--- src/rtl/vote_pkg.sv ---
// Shared defaults, field widths, FSM state type and tally helper for the
// ballot-collection session block.
package vote_pkg;

  localparam int N_VOTERS_DEF  = 7;
  localparam int THRESHOLD_DEF = 4;
  localparam int TIMEOUT_DEF   = 255;

  localparam int IDX_W = 3;
  localparam int YES_W = 4;
  localparam int TO_W  = 3;

  typedef enum logic [1:0] {
    IDLE    = 2'd0,
    COLLECT = 2'd1,
    DONE    = 2'd2
  } state_t;

  // Saturating increment: the tally can never pass the number of voters,
  // so a stray extra ballot can never wrap the count.
  function automatic logic [YES_W-1:0] sat_add(
    input logic [YES_W-1:0] a,
    input logic             inc,
    input logic [YES_W-1:0] lim
  );
    if (inc && (a < lim)) begin
      return a + YES_W'(1);
    end
    return a;
  endfunction

endpackage

--- src/rtl/vote_timer.sv ---
// Per-ballot wait timer. Counts enabled cycles since the last load and
// flags expiry on the TIMEOUT-th enabled cycle.
module vote_timer #(
  parameter int TIMEOUT = 255
) (
  input  logic clk,
  input  logic rst_n,
  input  logic load,
  input  logic enable,
  output logic expire
);

  // Count only ever reaches TIMEOUT-1 before being reloaded or wrapped.
  localparam int CW = (TIMEOUT < 2) ? 1 : $clog2(TIMEOUT);

  logic [CW-1:0] r_count;
  logic          w_terminal;

  assign w_terminal = (r_count == CW'(TIMEOUT - 1));

  // Expiry is only meaningful while the owner is actively waiting, so a
  // ballot arriving on the terminal cycle (enable low) suppresses it.
  assign expire = enable && w_terminal;

  // Load clears the count; enable advances it and wraps on the terminal value.
  always_ff @(posedge clk or negedge rst_n) begin
    if (!rst_n) begin
      r_count <= '0;
    end else if (load) begin
      r_count <= '0;
    end else if (enable) begin
      r_count <= w_terminal ? '0 : r_count + CW'(1);
    end
  end

endmodule

--- src/rtl/vote_session.sv ---
// Ballot session controller: opens a session on start, collects one ballot
// per voter (defaulting to "no" on timeout), and publishes a one-cycle
// result with held yes-count, pass flag and timeout count.
module vote_session
  import vote_pkg::*;
#(
  parameter int N_VOTERS  = N_VOTERS_DEF,
  parameter int THRESHOLD = THRESHOLD_DEF,
  parameter int TIMEOUT   = TIMEOUT_DEF
) (
  input  logic             clk,
  input  logic             rst_n,
  input  logic             start,
  input  logic             abort,
  input  logic             vote_valid,
  input  logic             vote_bit,
  output logic             vote_ready,
  output logic [IDX_W-1:0] voter_idx,
  output logic             busy,
  output logic             result_valid,
  output logic             pass,
  output logic [YES_W-1:0] yes_count,
  output logic [TO_W-1:0]  timeouts
);

  state_t           r_state;
  state_t           w_state_next;

  logic [YES_W-1:0] r_tally;
  logic [IDX_W-1:0] r_idx;
  logic [TO_W-1:0]  r_to_cnt;
  logic [YES_W-1:0] r_yes;
  logic             r_pass;
  logic [TO_W-1:0]  r_timeouts;
  logic             r_result_valid;
  logic             r_vote_ready;

  logic [YES_W-1:0] w_tally_next;
  logic [IDX_W-1:0] w_idx_next;
  logic [TO_W-1:0]  w_to_cnt_next;
  logic [YES_W-1:0] w_yes_next;
  logic             w_pass_next;
  logic [TO_W-1:0]  w_timeouts_next;
  logic             w_result_valid_next;

  logic             w_accept;
  logic             w_expire;
  logic             w_timeout;
  logic             w_load;
  logic             w_enable;
  logic             w_last;
  logic [YES_W-1:0] w_tally_upd;
  logic [TO_W-1:0]  w_to_upd;
  logic             w_pass_calc;

  // A ballot is taken only while ready, which is registered high exactly in COLLECT.
  assign w_accept = r_vote_ready && vote_valid;

  // The timer runs on cycles spent waiting; an accepted ballot stops it
  // for that cycle so a same-cycle ballot always beats expiry.
  assign w_enable = (r_state == COLLECT) && !w_accept;

  // Abort outranks a pending timeout.
  assign w_timeout = w_expire && !abort;

  assign w_last      = (r_idx == IDX_W'(N_VOTERS - 1));
  assign w_tally_upd = sat_add(r_tally, w_accept && vote_bit, YES_W'(N_VOTERS));
  assign w_to_upd    = r_to_cnt + {{(TO_W-1){1'b0}}, w_timeout};
  assign w_pass_calc = (int'(w_tally_upd) >= THRESHOLD);

  vote_timer #(
    .TIMEOUT (TIMEOUT)
  ) u_timer (
    .clk    (clk),
    .rst_n  (rst_n),
    .load   (w_load),
    .enable (w_enable),
    .expire (w_expire)
  );

  // State register.
  always_ff @(posedge clk or negedge rst_n) begin
    if (!rst_n) begin
      r_state <= IDLE;
    end else begin
      r_state <= w_state_next;
    end
  end

  // Next-state and datapath updates; every ballot resolution reloads the timer.
  always_comb begin
    w_state_next        = r_state;
    w_tally_next        = r_tally;
    w_idx_next          = r_idx;
    w_to_cnt_next       = r_to_cnt;
    w_yes_next          = r_yes;
    w_pass_next         = r_pass;
    w_timeouts_next     = r_timeouts;
    w_result_valid_next = 1'b0;
    w_load              = 1'b0;

    case (r_state)
      IDLE: begin
        if (start) begin
          w_state_next    = COLLECT;
          w_tally_next    = '0;
          w_idx_next      = '0;
          w_to_cnt_next   = '0;
          w_yes_next      = '0;
          w_pass_next     = 1'b0;
          w_timeouts_next = '0;
          w_load          = 1'b1;
        end
      end

      COLLECT: begin
        if (abort) begin
          // Session discarded; held result fields keep their cleared values.
          w_state_next = IDLE;
          w_idx_next   = '0;
          w_load       = 1'b1;
        end else if (w_accept || w_timeout) begin
          w_tally_next  = w_tally_upd;
          w_to_cnt_next = w_to_upd;
          w_load        = 1'b1;
          if (w_last) begin
            w_state_next        = DONE;
            w_idx_next          = '0;
            w_yes_next          = w_tally_upd;
            w_pass_next         = w_pass_calc;
            w_timeouts_next     = w_to_upd;
            w_result_valid_next = 1'b1;
          end else begin
            w_idx_next = r_idx + IDX_W'(1);
          end
        end
      end

      DONE: begin
        w_state_next = IDLE;
      end

      default: begin
        w_state_next = IDLE;
      end
    endcase
  end

  // Session counters and held result registers.
  always_ff @(posedge clk or negedge rst_n) begin
    if (!rst_n) begin
      r_tally        <= '0;
      r_idx          <= '0;
      r_to_cnt       <= '0;
      r_yes          <= '0;
      r_pass         <= 1'b0;
      r_timeouts     <= '0;
      r_result_valid <= 1'b0;
      r_vote_ready   <= 1'b0;
    end else begin
      r_tally        <= w_tally_next;
      r_idx          <= w_idx_next;
      r_to_cnt       <= w_to_cnt_next;
      r_yes          <= w_yes_next;
      r_pass         <= w_pass_next;
      r_timeouts     <= w_timeouts_next;
      r_result_valid <= w_result_valid_next;
      r_vote_ready   <= (w_state_next == COLLECT);
    end
  end

  assign busy         = (r_state == COLLECT);
  assign vote_ready   = r_vote_ready;
  assign voter_idx    = r_idx;
  assign result_valid = r_result_valid;
  assign pass         = r_pass;
  assign yes_count    = r_yes;
  assign timeouts     = r_timeouts;

endmodule

--- config.mk ---
export PLATFORM = sky130hd
export DESIGN_NAME = vote_session
export DESIGN_NICKNAME = d
export VERILOG_FILES = /design/src/rtl/vote_pkg.sv /design/src/rtl/vote_timer.sv /design/src/rtl/vote_session.sv
export SDC_FILE = /design/constraint.sdc
export NUM_CORES = 1
export LEC_CHECK = 0
export BUFFER_PORTS_ARGS = -buffer_cell sky130_fd_sc_hd__buf_2
export CAP_MARGIN = 20
export CORE_ASPECT_RATIO = 2
export CORE_MARGIN = 2
export CORE_UTILIZATION = 50
export CTS_CLUSTER_SIZE = 14
export DETAILED_ROUTE_END_ITERATION = 8
export HOLD_SLACK_MARGIN = 0.12
export MAX_ROUTING_LAYER = met4
export PLACE_DENSITY = 0.78
export SLEW_MARGIN = 10
export SYNTH_ARGS = -nofsm -noshare
export SYNTH_HDL_FRONTEND = slang
export SYNTH_SLANG_ARGS = --single-unit
--- constraint.sdc ---
create_clock -name clk -period 2.7 [get_ports clk]
set_clock_uncertainty 0.1 [all_clocks]
set_input_delay 0.405 -clock clk [delete_from_list [all_inputs] [get_ports clk]]
set_output_delay 0.405 -clock clk [all_outputs]
set_load 0.005 [all_outputs]
; ---- Word-level counts from Yosys, hierarchy flattened
; Cells that the tools add are included.
[op_classes]
muxes = 44
n_lt_le_gt_ge = 2
add_sub_neg = 4
eq_ne = 9
n_reduce_logical = 15
[op_table]
columns = operator, count
row1 = two-way mux 4 bit, 8
row2 = two-way mux 3 bit, 9
row3 = two-way mux 8 bit, 3
row4 = case mux 3 bit (2 select lines), 3
row5 = case mux 4 bit (2 select lines), 2
row6 = two-way mux 1 bit, 12
row7 = adder 8 x 1 -> 8 bit (second input constant), 1
row8 = equality test 8 bit (second input constant), 1
row9 = two-way mux 2 bit, 4
row10 = logical AND 1 bit, 6
row11 = AND reduction 5 bit, 1
row12 = adder 4 x 1 -> 4 bit (second input constant), 1
row13 = equality test 2 x 1 -> 1 bit (second input constant), 2
row14 = greater-or-equal comparator 4 x 3 -> 1 bit (second input constant), 1
row15 = less-than comparator 4 x 3 -> 1 bit (second input constant), 1
row16 = != test 2 x 1 -> 1 bit (second input constant), 2
row17 = != test 2 bit (second input constant), 2
row18 = case mux 1 bit (2 select lines), 2
row19 = case mux 2 bit (2 select lines), 1
row20 = AND reduction 4 bit, 1
row21 = nonzero test 2 bit, 2
row22 = adder 3 x 1 -> 3 bit, 1
row23 = adder 3 x 1 -> 3 bit (second input constant), 1
row24 = equality test 3 bit (second input constant), 1
row25 = other kinds (5), 6
[word_totals]
inputBits = 6
ff_bits = 30

; ---- Longest topological paths before layout
[depth]
depth_word = 10
mapped_depth = 10
ltp_nobuf = 10

; ---- By module
; From an unflattened synthesis, not the netlist that was laid out.
[unflattened]
hier_cells = 161
area_unflattened_um2 = 1641.6
[modules_own_cells]
columns = module, cells_per_inst, seq_area_each_um2, n_inst, area_each_um2
row1 = vote_session, 106, 550.5, 1, 1162.4
row2 = vote_timer, 55, 200.2, 1, 479.2

; ---- Least setup slack after synthesis
; No wires, ideal clock.
[synth_timing]
path_type = register -> register
startpoint = register r_state[1]
endpoint = register r_timeouts[2], in the netlist timeouts[2]
stages_incl_launch_ff = 10
setup_ns = 0.125
t_arrival_ns = 1.974
synth_period_minus_slack_ns = 2.199
required_ns = 2.475
path_slack_ns = 0.501
cell_sequence = dfrtp_1 -> nand2b_1 -> buf_4 -> clkbuf_1 -> nor4_1 -> ha_1 -> ha_1 -> xnor2_1 -> nor2_1 -> mux2_2
[synth_between]
elab_chain_len = 9
elab_cells_between_ends = 17
cone_classes = add/sub (1) / eq/ne (5) / mux (4) / reduce/logical (7)
[synth_lines]
columns = item, line_no
row1 = "start, declared", vote_session.sv:26  ; state_t r_state;
row2 = "start signal, assigned", vote_session.sv:86  ; r_state <= w_state_next;
row3 = equality test 2 x 1 -> 1 bit, "vote_session.sv:61, vote_session.sv:102"
row4 = logical AND 1 bit, vote_session.sv:61  ; assign w_enable = (r_state == COLLECT) && !w_accept;
row5 = logical AND 1 bit, vote_timer.sv:23  ; assign expire = enable && w_terminal;
row6 = logical AND 1 bit, vote_session.sv:64  ; assign w_timeout = w_expire && !abort;
row7 = adder 3 x 1 -> 3 bit, vote_session.sv:68  ; assign w_to_upd = r_to_cnt + {{(TO_W-1){1'b0}}, w_timeout};
row8 = two-way mux 3 bit, vote_session.sv:126  ; if (w_last) begin
row9 = two-way mux 3 bit, vote_session.sv:122  ; end else if (w_accept || w_timeout) begin
row10 = two-way mux 3 bit, vote_session.sv:117  ; if (abort) begin
row11 = case mux 3 bit (2 select lines), vote_session.sv:102  ; case (r_state)
row12 = "end signal, assigned", vote_session.sv:166  ; r_timeouts <= w_timeouts_next;
row13 = "end, declared", vote_session.sv:34  ; logic [TO_W-1:0] r_timeouts;
; Parallel ways exist; a longest one is shown, timed or not. The select of a mux whose other input is x is not followed.
; A chain may end at the register's enable or synchronous reset.

; ---- Final worst setup path
[layout_timing]
startpoint = register u_timer.r_count[0]
endpoint = register r_timeouts[2], in the netlist timeouts[2]
[layout_between]
elab_chain_len = 8
elab_cells_between_ends = 11
cone_classes = add/sub (1) / eq/ne (2) / mux (4) / reduce/logical (4)
[layout_lines]
columns = item, line_no
row1 = "start, declared", vote_timer.sv:16  ; logic [CW-1:0] r_count;
row2 = "start signal, assigned", vote_timer.sv:32  ; r_count <= w_terminal ? '0 : r_count + CW'(1);
row3 = equality test 8 bit (*), vote_timer.sv:19  ; assign w_terminal = (r_count == CW'(TIMEOUT - 1));
row4 = logical AND 1 bit (*), vote_timer.sv:23
row5 = logical AND 1 bit (*), vote_session.sv:64
row6 = adder 3 x 1 -> 3 bit, vote_session.sv:68
row7 = two-way mux 3 bit, vote_session.sv:126
row8 = two-way mux 3 bit, vote_session.sv:122
row9 = two-way mux 3 bit, vote_session.sv:117
row10 = case mux 3 bit (2 select lines), vote_session.sv:102
; Mark *: on every way between the ends. The rest lies on a longest branch, timed or not. The select of a mux whose other input is x is not followed.

==> run summary <==
=========================================================================================
CTS root buffer                                                              sky130_fd_sc_hd__clkbuf_8
Worst flop-to-flop path startpoint                                           u_timer.r_count[0]
Share of Yosys cell area claimed by the top area cell type                          46.6%
CTS tree                                                                              yes
Cell count after synthesis                                                            150
Post-route setup slack                                                           0.349 ns
Count of buffers added by post-CTS timing repair for setup                              0
Proportion of register bits with asynchronous set or reset after synthesis           100%
CTS Buf Count                                                                           5
Actual transition at the worst max-transition pin                                0.657 ns
Average wire per cell in the routed design                                        16.9 um
Pin count of the biggest net entering global routing                                   31
Area delta synth->final                                                             15.5%
Areal power density over the cells                                            743 mW/mm^2
Iteration count of the initial detailed-routing pass                                    4
Largest area contributor in the netlist                                      sky130_fd_sc_hd__dfrtp_1
Most used cell, CP                                                           sky130_fd_sc_hd__ha_1
Die height                                                                        84.3 um
Final Util                                                                          59.6%
DR vias                                                                             1,287
Clock buffer depth                                                                      2
Number of enable flip-flop cells after synthesis                                        0
Number of maximum-capacitance violations                                                0
Critical Path Source                                                         u_timer.r_count[0]
Final HPWL DP                                                                     2620 um
GPL Wtd Cong                                                                        0.968
Largest cells by area after synthesis                                        sky130_fd_sc_hd__dfrtp_1 47%, sky130_fd_sc_hd__mux2_2 9.8%, sky130_fd_sc_hd__ha_1 3.9%
Commonest cells in the synthesized netlist                                   30 x sky130_fd_sc_hd__dfrtp_1, 14 x sky130_fd_sc_hd__mux2_2, 12 x sky130_fd_sc_hd__nor2_1, 7 x sky130_fd_sc_hd__a21oi_1, 6 x sky130_fd_sc_hd__nand3_1
Clk slew on worst S/H paths                                                       0.06 ns
Port Buffer Count                                                                      19
Slowest stage delay, CP                                                           0.39 ns
Initial drt markers                                                                    40
Sort of element at the end of the critical path                                  register
Worst hold slack                                                                 0.369 ns
Clock sink count                                                                       30
Total grt overflow                                                                      0
Post-detailed-route via-to-cell ratio                                                6.22
Fin crit share                                                                      87.1%
Worst EP required                                                                 2.77 ns
Fin. max-slew vios                                                                      0
Peak VDD IR                                                                      0.477 mV
Worst setup path endpoint                                                     timeouts[2]
Endpoint arrival time on the critical path                                        2.42 ns
Post-cts hold buffer count                                                              1
Clock latency at the later pin of the worst-skew pair                             0.28 ns
Critical-path top delay cell                                                 sky130_fd_sc_hd__dfrtp_1
Prevailing post-synth register cell                                          sky130_fd_sc_hd__dfrtp_1
Post-layout net count                                                                 186
Share of the yosys chip area belonging to registers                                 46.6%
Post-place setup slack                                                           0.350 ns
Element type at the critical path start                                          register
Effective utilization at floorplan                                                  51.6%
Type of the worst min-delay path                                                in -> reg
Fraction of layout cells with a size suffix above 1                                 26.7%
Final routed DRC violation total                                                        0
CP Cell Sequence                                                             inv_1 -> ha_1 -> and3_1 -> nand2_1 -> nor4_1 -> ha_1 -> ha_1 -> xnor2_1 -> nor2_1 -> mux2_2
Final wirelength                                                                  3490 um
Achievable Freq                                                                   425 MHz
Setup repair after global routing missed its margin                                    no
Run status                                                                   complete, no violations
Final hold viol count                                                                   0
Type of the worst setup path                                                   reg -> reg
Number of nets in the synthesized netlist                                             161
Post-synthesis instance area                                                 0.00161 mm^2
Average footprint of a synthesized cell                                         10.7 um^2
Area of the core region                                                      0.00312 mm^2
Largest fanout on the critical path                                                     4
Wire length of the first global-routing pass                                      5840 um
Reg-to-reg setup timing slack                                                     0.35 ns
Post-cts sizing count                                                                   0
Start point of the worst hold path                                                  abort
Die extent in x                                                                   44.1 um
Static Leak                                                                      0.888 nW
Cell row count                                                                         29
CTS H-Tree Depth                                                                        2
Antenna diodes                                                                          0
Endpoint of the lowest-slack register-to-register path                        timeouts[2]
Most repeated cell in the gate-level netlist after synthesis                 sky130_fd_sc_hd__dfrtp_1
Top-level port count                                                                   20
Tmin final                                                                        2.35 ns
Count of synthesis-stage warnings from yosys                                            0
Global-route usage over all layers                                                  21.8%
Area enclosed by the die boundary                                            0.00372 mm^2
Count of cell types in the netlist                                                     42
Fin Setup TNS                                                                        0 ns
Via count of the first global-routing pass                                          1,292
Worst-case headroom to the max-slew limit                                           56.2%
Antenna violations before repair                                                        0
Number of cells on the worst reg-to-reg path                                           10
Final setup fails                                                                       0
Number of synthesized register bits                                                    30
Residual antenna-violating net count after detailed routing                             0
=========================================================================================
-- routing by layer --
metal  wire [um]  GRT usage [%]  part of all wire [%]
met4          87           9.92                   2.5
met5           0              -                     0
met2        2010           38.5                    57
met1        1260           22.1                    36
met3         135           3.87                   3.9
-- worst min-delay path by stage --
| stage | endpoint | cells past startpoint |
|---|---|---|
| 2_1_floorplan | pass | 0 |
| 3_5_place_dp | vote_ready | 1 |
| 6_report | result_valid | 2 |
| 5_1_grt | result_valid | 2 |
| 4_1_cts | r_state[1] | 2 |
| 3_3_place_gp | vote_ready | 1 |
-- stage by stage --
stage          area, um^2  cells  total power [mW]
3_3_place_gp         1740    198             0.943
5_1_grt              1860    207              1.45
4_1_cts              1860    207              1.39
2_1_floorplan        1610    150             0.828
6_report             1860    207              1.38
3_5_place_dp         1740    198             0.963
-- critical path: cells and delay by family, from the launching register on --
family                   cells  cell delay (ns)
XOR/XNOR                     1             0.13
flip-flops                   1             0.39
buffers and inverters        1             0.09
adder cells (fa/ha/maj)      3             0.57
AND/OR/NAND/NOR              4             0.70
multiplexers                 1             0.26
-- flip-flops by register name, summed over array words and instances, names as in the netlist --
register and flops:
pass 1, r_state 2, r_tally 4, r_to_cnt 3
result_valid 1, timeouts 3, u_timer.r_count 8, vote_ready 1
voter_idx 3, yes_count 4
-- cells by family (layout without fill, tap and decap cells) --
| kind of cell | Yosys count | count (layout) | synth area share [%] |
|---|---|---|---|
| and+or+nand+nor | 55 | 55 | 19.1 |
| buffers and inverters | 9 | 35 | 2.41 |
| adders and majority gates | 5 | 5 | 3.89 |
| DFF | 30 | 30 | 46.6 |
| muxes | 14 | 14 | 9.79 |
| AOI/OAI and AO/OA | 31 | 31 | 14.9 |
| xor gates and xnor gates | 6 | 6 | 3.26 |
-- power breakdown --
group	switching (mW)	internal [mW]	total (mW)
clock network	0.158	0.257	0.415
registers	0.0594	0.502	0.562
logic	0.241	0.163	0.404
total	0.458	0.922	1.38
-- area by class of cell --
type | instances | area [um^2]
multi-input cells | 111 | 821
repair buffers | 22 | 120
fillers | 289 | 1260
flip-flops and latches | 30 | 751
clock buffers | 8 | 110
inverters | 5 | 18.8
well taps | 31 | 38.8
-- cells in the final DEF (no fill, tap or decap), types with 5 or more instances in the layout --
master and n:
sky130_fd_sc_hd__inv_1 5, sky130_fd_sc_hd__ha_1 5, sky130_fd_sc_hd__clkbuf_8 8, sky130_fd_sc_hd__nand3_1 6
sky130_fd_sc_hd__nor2_1 12, sky130_fd_sc_hd__and2_1 5, sky130_fd_sc_hd__mux2_2 14, sky130_fd_sc_hd__a21oi_1 7
sky130_fd_sc_hd__buf_2 19, sky130_fd_sc_hd__nand2_1 5, sky130_fd_sc_hd__dfrtp_1 30
No activity file was read; power rests on OpenSTA's default activity.
